===== config.mk =====
export PLATFORM = sky130hd
export DESIGN_NAME = z80_run_ctrl
export DESIGN_NICKNAME = d
export VERILOG_FILES = /design/src/rtl/z80_run_ctrl.sv
export SDC_FILE = /design/constraint.sdc
export NUM_CORES = 1
export LEC_CHECK = 0
export ABC_AREA = 1
export BUFFER_PORTS_ARGS = -buffer_cell sky130_fd_sc_hd__buf_2
export CAP_MARGIN = 20
export CORE_MARGIN = 2
export CORE_UTILIZATION = 45
export DETAILED_ROUTE_END_ITERATION = 12
export PLACE_DENSITY = 0.8
export SYNTH_ARGS = -nofsm -noshare
export SYNTH_HDL_FRONTEND = slang
export SYNTH_SLANG_ARGS = --single-unit

===== constraint.sdc =====
create_clock -name clk -period 2.1 [get_ports clk]
set_clock_uncertainty 0.15 [all_clocks]
set_input_delay 0.105 -clock clk [delete_from_list [all_inputs] [get_ports clk]]
set_output_delay 0.105 -clock clk [all_outputs]
set_load 0.05 [all_outputs]

===== src/rtl/z80_run_ctrl.sv =====
// z80_run_ctrl: run controller for the Z80 harness.
// Sequences CPU reset, drives periodic interrupt stimulus on NUM_SRC channels
// (pulse or hold-until-ack), and ends a run on a pc limit or a cycle budget.
// Ports:
//   clk, rst_L                 clock, async active-low reset
//   start                      one-cycle pulse, begins a run from IDLE/DONE
//   cfg_rst_cycles             cycles of CPU reset (0 behaves as 1)
//   cfg_pc_limit, cfg_timeout  run end conditions (timeout 0 = off)
//   cfg_irq_en/mode/period/width  per-channel interrupt setup
//   pc, irq_ack                CPU program counter, per-channel acknowledge
//   cpu_rst_L, irq_L           CPU reset and interrupt lines (active low)
//   running, done, timeout     run status (done/timeout sticky)
//   irq_missed                 sticky: channel fired while its line was low
//   cycle_count                saturating count of RUN cycles
module z80_run_ctrl #(
   parameter int unsigned ADDR_W  = 16,
   parameter int unsigned CNT_W   = 32,
   parameter int unsigned NUM_SRC = 2
) (
   input  logic                       clk,
   input  logic                       rst_L,
   input  logic                       start,
   input  logic [7:0]                 cfg_rst_cycles,
   input  logic [ADDR_W-1:0]          cfg_pc_limit,
   input  logic [CNT_W-1:0]           cfg_timeout,
   input  logic [NUM_SRC-1:0]         cfg_irq_en,
   input  logic [NUM_SRC-1:0]         cfg_irq_mode,
   input  logic [NUM_SRC*CNT_W-1:0]   cfg_irq_period,
   input  logic [NUM_SRC*8-1:0]       cfg_irq_width,
   input  logic [ADDR_W-1:0]          pc,
   input  logic [NUM_SRC-1:0]         irq_ack,
   output logic                       cpu_rst_L,
   output logic [NUM_SRC-1:0]         irq_L,
   output logic                       running,
   output logic                       done,
   output logic                       timeout,
   output logic [NUM_SRC-1:0]         irq_missed,
   output logic [CNT_W-1:0]           cycle_count
);

   localparam int unsigned WID_W = 8;

   typedef enum logic [1:0] {S_IDLE, S_RESET, S_RUN, S_DONE} state_t;

   state_t                            state_q, state_d;
   logic [7:0]                        rst_cnt_q, rst_cnt_d;
   logic [NUM_SRC-1:0][CNT_W-1:0]     phase_q, phase_d;
   logic [NUM_SRC-1:0][WID_W-1:0]     wcnt_q, wcnt_d;
   logic [NUM_SRC-1:0]                irq_l_q, irq_l_d;
   logic [NUM_SRC-1:0]                missed_q, missed_d;
   logic                              cpu_rst_l_q, cpu_rst_l_d;
   logic                              running_q, running_d;
   logic                              done_q, done_d;
   logic                              timeout_q, timeout_d;
   logic [CNT_W-1:0]                  cycle_q, cycle_d;

   logic [NUM_SRC-1:0]                chan_on_c;
   logic [NUM_SRC-1:0]                fire_c;

   // Per-channel activity and firing strobe; >= keeps a shrunken period from stalling
   always_comb begin
      chan_on_c = '0;
      fire_c    = '0;
      for (int i = 0; i < NUM_SRC; i++) begin
         chan_on_c[i] = cfg_irq_en[i] && (cfg_irq_period[i*CNT_W +: CNT_W] != '0);
         fire_c[i]    = chan_on_c[i] &&
                        (phase_q[i] >= (cfg_irq_period[i*CNT_W +: CNT_W] - CNT_W'(1)));
      end
   end

   // Next-state and registered-output logic
   always_comb begin
      state_d     = state_q;
      rst_cnt_d   = rst_cnt_q;
      phase_d     = phase_q;
      wcnt_d      = wcnt_q;
      irq_l_d     = irq_l_q;
      missed_d    = missed_q;
      done_d      = done_q;
      timeout_d   = timeout_q;
      cycle_d     = cycle_q;

      case (state_q)
         S_IDLE, S_DONE: begin
            if (start) begin
               state_d   = S_RESET;
               rst_cnt_d = (cfg_rst_cycles == 8'd0) ? 8'd1 : cfg_rst_cycles;
               done_d    = 1'b0;
               timeout_d = 1'b0;
               missed_d  = '0;
               cycle_d   = '0;
               phase_d   = '0;
               wcnt_d    = '0;
            end
         end

         S_RESET: begin
            if (rst_cnt_q <= 8'd1) state_d = S_RUN;
            else                   rst_cnt_d = rst_cnt_q - 8'(1);
         end

         S_RUN: begin
            if (cycle_q != '1) cycle_d = cycle_q + CNT_W'(1);

            // pc exit has priority over the budget exit
            if (pc > cfg_pc_limit) begin
               state_d = S_DONE;
               done_d  = 1'b1;
            end else if ((cfg_timeout != '0) && (cycle_q == cfg_timeout - CNT_W'(1))) begin
               state_d   = S_DONE;
               done_d    = 1'b1;
               timeout_d = 1'b1;
            end

            for (int i = 0; i < NUM_SRC; i++) begin
               if (!chan_on_c[i]) begin
                  phase_d[i] = '0;
                  wcnt_d[i]  = '0;
                  irq_l_d[i] = 1'b1;
               end else begin
                  phase_d[i] = fire_c[i] ? '0 : phase_q[i] + CNT_W'(1);
                  if (!irq_l_q[i]) begin
                     // Line asserted: ack or pulse expiry releases; a new fire is a miss
                     if (irq_ack[i]) begin
                        irq_l_d[i] = 1'b1;
                     end else if (!cfg_irq_mode[i]) begin
                        if (wcnt_q[i] <= WID_W'(1)) irq_l_d[i] = 1'b1;
                        else                        wcnt_d[i]  = wcnt_q[i] - WID_W'(1);
                     end
                     if (fire_c[i]) missed_d[i] = 1'b1;
                  end else if (fire_c[i]) begin
                     irq_l_d[i] = 1'b0;
                     wcnt_d[i]  = (cfg_irq_width[i*WID_W +: WID_W] == '0) ?
                                  WID_W'(1) : cfg_irq_width[i*WID_W +: WID_W];
                  end
               end
            end
         end

         default: state_d = S_IDLE;
      endcase

      // Lines are only driven while running
      if (state_d != S_RUN) irq_l_d = '1;

      running_d   = (state_d == S_RUN);
      cpu_rst_l_d = (state_d == S_RUN);
   end

   // State and output registers
   always_ff @(posedge clk or negedge rst_L) begin
      if (!rst_L) begin
         state_q     <= S_IDLE;
         rst_cnt_q   <= '0;
         phase_q     <= '0;
         wcnt_q      <= '0;
         irq_l_q     <= '1;
         missed_q    <= '0;
         cpu_rst_l_q <= 1'b0;
         running_q   <= 1'b0;
         done_q      <= 1'b0;
         timeout_q   <= 1'b0;
         cycle_q     <= '0;
      end else begin
         state_q     <= state_d;
         rst_cnt_q   <= rst_cnt_d;
         phase_q     <= phase_d;
         wcnt_q      <= wcnt_d;
         irq_l_q     <= irq_l_d;
         missed_q    <= missed_d;
         cpu_rst_l_q <= cpu_rst_l_d;
         running_q   <= running_d;
         done_q      <= done_d;
         timeout_q   <= timeout_d;
         cycle_q     <= cycle_d;
      end
   end

   assign cpu_rst_L   = cpu_rst_l_q;
   assign irq_L       = irq_l_q;
   assign running     = running_q;
   assign done        = done_q;
   assign timeout     = timeout_q;
   assign irq_missed  = missed_q;
   assign cycle_count = cycle_q;

endmodule


==> results.py <==
metrics = {
    "power": {
        "irDropWorstVdd_mv": 0.740,
        "p_sw_mw": 6.62,
        "sw_frac_of_total": 0.451,
        "p_leak_nw": 9.60,
        "clockPowerShare": 0.198,
        "cell_internal_pwr_mw": 8.05,
        "power-per-cell-area_nw_per_um2": 735,
        "seqPwrFrac": 0.209,
        "comb_power_share": 0.594,
    },
    "worst_setup_path": {
        "critPathLaunchType": "primary input",
        "reg2reg_from": "phase_q[1]",
        "critPathCaptureType": "flop",
        "cp.arrival_ns": 3.78,
        "path_class": "primary input to flop",
        "r2r_slack_ns": -0.89,
        "rr_endpoint": "phase_q[30]",
        "worstPathRequired_ns": 2.28,
        "rr_worst_depth": 14,
        "path_max_fanout": 5,
    },
    "layout": {
        "final_common_cell": "buf_4",
        "area_delta_synth_final_pct": 59.6,
        "fin_cells": 2871,
        "drive_above_1_share": 0.418,
        "final_cell_mix": "buf_4, nand2_1, inv_1",
        "fillCellCount": 1861,
        "num-nets-final": 2734,
        "fin_util": 0.724,
    },
    "placed_design": {
        "gp_congestion": 0.946,
        "post-dp-hpwl_um": 32700,
        "placed_cells": 2725,
        "port_buffers": 200,
        "pre_cts_slack_ns": -1.85,
    },
    "clocking": {
        "cts_max_level": 4,
        "cts_tree": "built",
        "root_buffer": "clkbuf_16",
        "cts.sinks": 129,
        "path_clk_slew_ns": 0.06,
        "clock_path_buffers": 2,
        "clock_latency_ns": 0.43,
        "numCtsBuffers": 17,
    },
    "sta": {
        "finalCritPeriodShare": 1.71,
        "worst_slew_margin_rel": 0.471,
        "setup_viol": 111,
        "grt_setup_unrepaired": "true",
        "drv_slew": 0,
        "fmax_mhz": 278,
        "worstMarginPinSlew_ns": 0.781,
        "worst_slack_ns": -1.49,
        "fin_crit_ns": 3.59,
        "hold_viol": 5,
        "whs_ns": -0.00412,
    },
    "yosys": {
        "synthTopCellsByArea": "dfrtp_1, nand2_1, ha_1",
        "yosysTopAreaCellShare": 0.254,
        "syn_nets": 2067,
        "syn_area_per_cell_um2": 6.90,
        "synthArstFlopShare": 1.00,
        "syn_area_um2": 12500,
        "synth_top_area_cell": "dfrtp_1",
        "synthFlopType": "dfrtp_1",
        "synth_cell_types": 65,
        "synth_seq_cells": 129,
        "ys_seq_area_frac": 0.258,
        "netlist_instances": 1812,
        "yosysWarnings": 0,
        "synth_edf_count": 0,
    },
    "global_routing": {
        "grt_max_degree": 51,
        "grt_pass1_wl_um": 72600,
        "grt_pass1_vias": 15500,
        "antenna_found_initial": 0,
        "grtUsageTotal": 0.309,
        "grt_overflow": 0,
    },
    "route": {
        "drt-met1-wl_um": 18900,
        "via_per_inst": 5.59,
        "drt_iter0_drc": 1664,
        "routed_wl_um": 49900,
        "routed-wl-met3_um": 3470,
        "top_layer_used": "met4",
        "vias": 16100,
        "antenna_left": 0,
        "first_pass_iters": 7,
        "wl_met2_um": 24500,
        "drc": 0,
        "wl_per_cell_um": 17.4,
    },
    "run": {
        "drv_cap": 0,
    },
    "die": {
        "die_h_um": 171,
        "dieArea_um2": 29100,
        "die_w_um": 171,
        "row_count": 61,
        "core_area_um2": 27600,
        "start_util": 0.454,
        "pin_count": 201,
    },
    "outcome": {
        "violations": "negative hold slack, negative setup slack",
        "outcome": "finished, violations left",
    },
    "worst_hold_path": {
        "hold_path_class": "primary input to asynchronous set/reset pin",
    },
}
worst max-delay path by stage:
stage	to	slack, ns	from
2_1_floorplan	phase_q[56]	-1.28	cfg_irq_period[32]
3_3_place_gp	phase_q[2]	-1.61	cfg_irq_period[0]
3_5_place_dp	phase_q[14]	-1.85	cfg_irq_period[0]
4_1_cts	phase_q[2]	-1.10	cfg_irq_period[1]
5_1_grt	phase_q[62]	-1.63	cfg_irq_period[38]
6_report	phase_q[62]	-1.49	cfg_irq_period[32]
state kept, by name, indices dropped and copies added, names as in the netlist:
name         flops
state_q          2
running          1
irq_missed       2
rst_cnt_q        8
phase_q         64
wcnt_q          16
cycle_count     32
done             1
timeout          1
irq_L            2
routing by layer:
layer,vias to the layer above,GRT usage
met1,7494,0.360
met5,-,0
met2,925,0.553
li1,7353,-
met4,0,0.147
met3,285,0.0490
cells in the mapped netlist, types with 42 or more instances:
cell,count
xnor2_1,42
nor3_1,61
nor2_1,241
nand4_1,48
a21oi_1,65
dfrtp_1,127
ha_1,94
nand3_1,92
o21ai_0,58
nand2_1,374
xor2_1,101
inv_1,231
worst max-delay path, cell delays in order:
cell,delay [ns]
buf_12,0.11
inv_16,0.05
ha_4,0.14
nand2_4,0.06
nor2_4,0.10
nand4_2,0.10
or3_4,0.37
nor3_4,0.12
nand2_2,0.10
nor2_4,0.12
nand2_4,0.09
nor2_4,0.16
nand2_2,0.10
a22oi_2,0.17
ha_1,0.28
nand2_2,0.10
inv_2,0.06
nand3_4,0.10
inv_2,0.04
nand2_1,0.06
o211ai_1,0.10
a21oi_1,0.13
a21boi_2,0.18
nand2_2,0.09
nor3_4,0.19
buf_6,0.16
clkinvlp_4,0.20
o22ai_1,0.21
cell families after synthesis:
logic type                 count (synthesis)  share of synthesized area
AOI/OAI and AO/OA                        236                      0.113
and+or+nand+nor                          925                      0.344
buffers and inverters                    283                     0.0864
adders and majority gates                 94                     0.0941
xor gates and xnor gates                 145                      0.104
DFF                                      129                      0.258
power groups by stage:
stage	Combinational [mW]	Sequential, mW	Clock, mW
CTS	6.65	3.02	2.86
finish	8.71	3.06	2.90
floorplan	3.36	3.08	0
global placement	5.36	3.05	0
detailed placement	5.50	3.06	0
global route	9.23	3.09	2.98
final cells by class:
type | instances | area, µm² | share of cell area
Inverter | 253 | 1030 | 0.0516
Multi-Input combinational cell | 1402 | 9620 | 0.482
Tap cell | 378 | 473 | 0.0237
Timing Repair Buffer | 670 | 4920 | 0.247
Antenna cell | 1 | 2.50 | 0.000125
Timing Repair inverter | 6 | 75.1 | 0.00376
Clock buffer | 23 | 488 | 0.0245
Sequential cell | 129 | 3260 | 0.163
Clock inverter | 9 | 81.3 | 0.00408
timing repair:
item,CTS,global route
endpoints found under the setup margin,115,127
hold buffers,24,0
pin swaps,60,78
resized for setup,194,192
hold endpoints to repair,150,0
setup buffers,52,41
cloned,8,3
stage by stage:
| stage | area [µm²] | power, mW | setup TNS [ns] |
|---|---|---|---|
| floorplan | 12800 | 6.44 | -91.71 |
| global placement | 16900 | 8.41 | -128.39 |
| detailed placement | 16900 | 8.55 | -145.18 |
| CTS | 18900 | 12.5 | -86.64 |
| global route | 19900 | 15.3 | -129.89 |
| finish | 19900 | 14.7 | -110.99 |
Power figures use the tool's default switching activity.
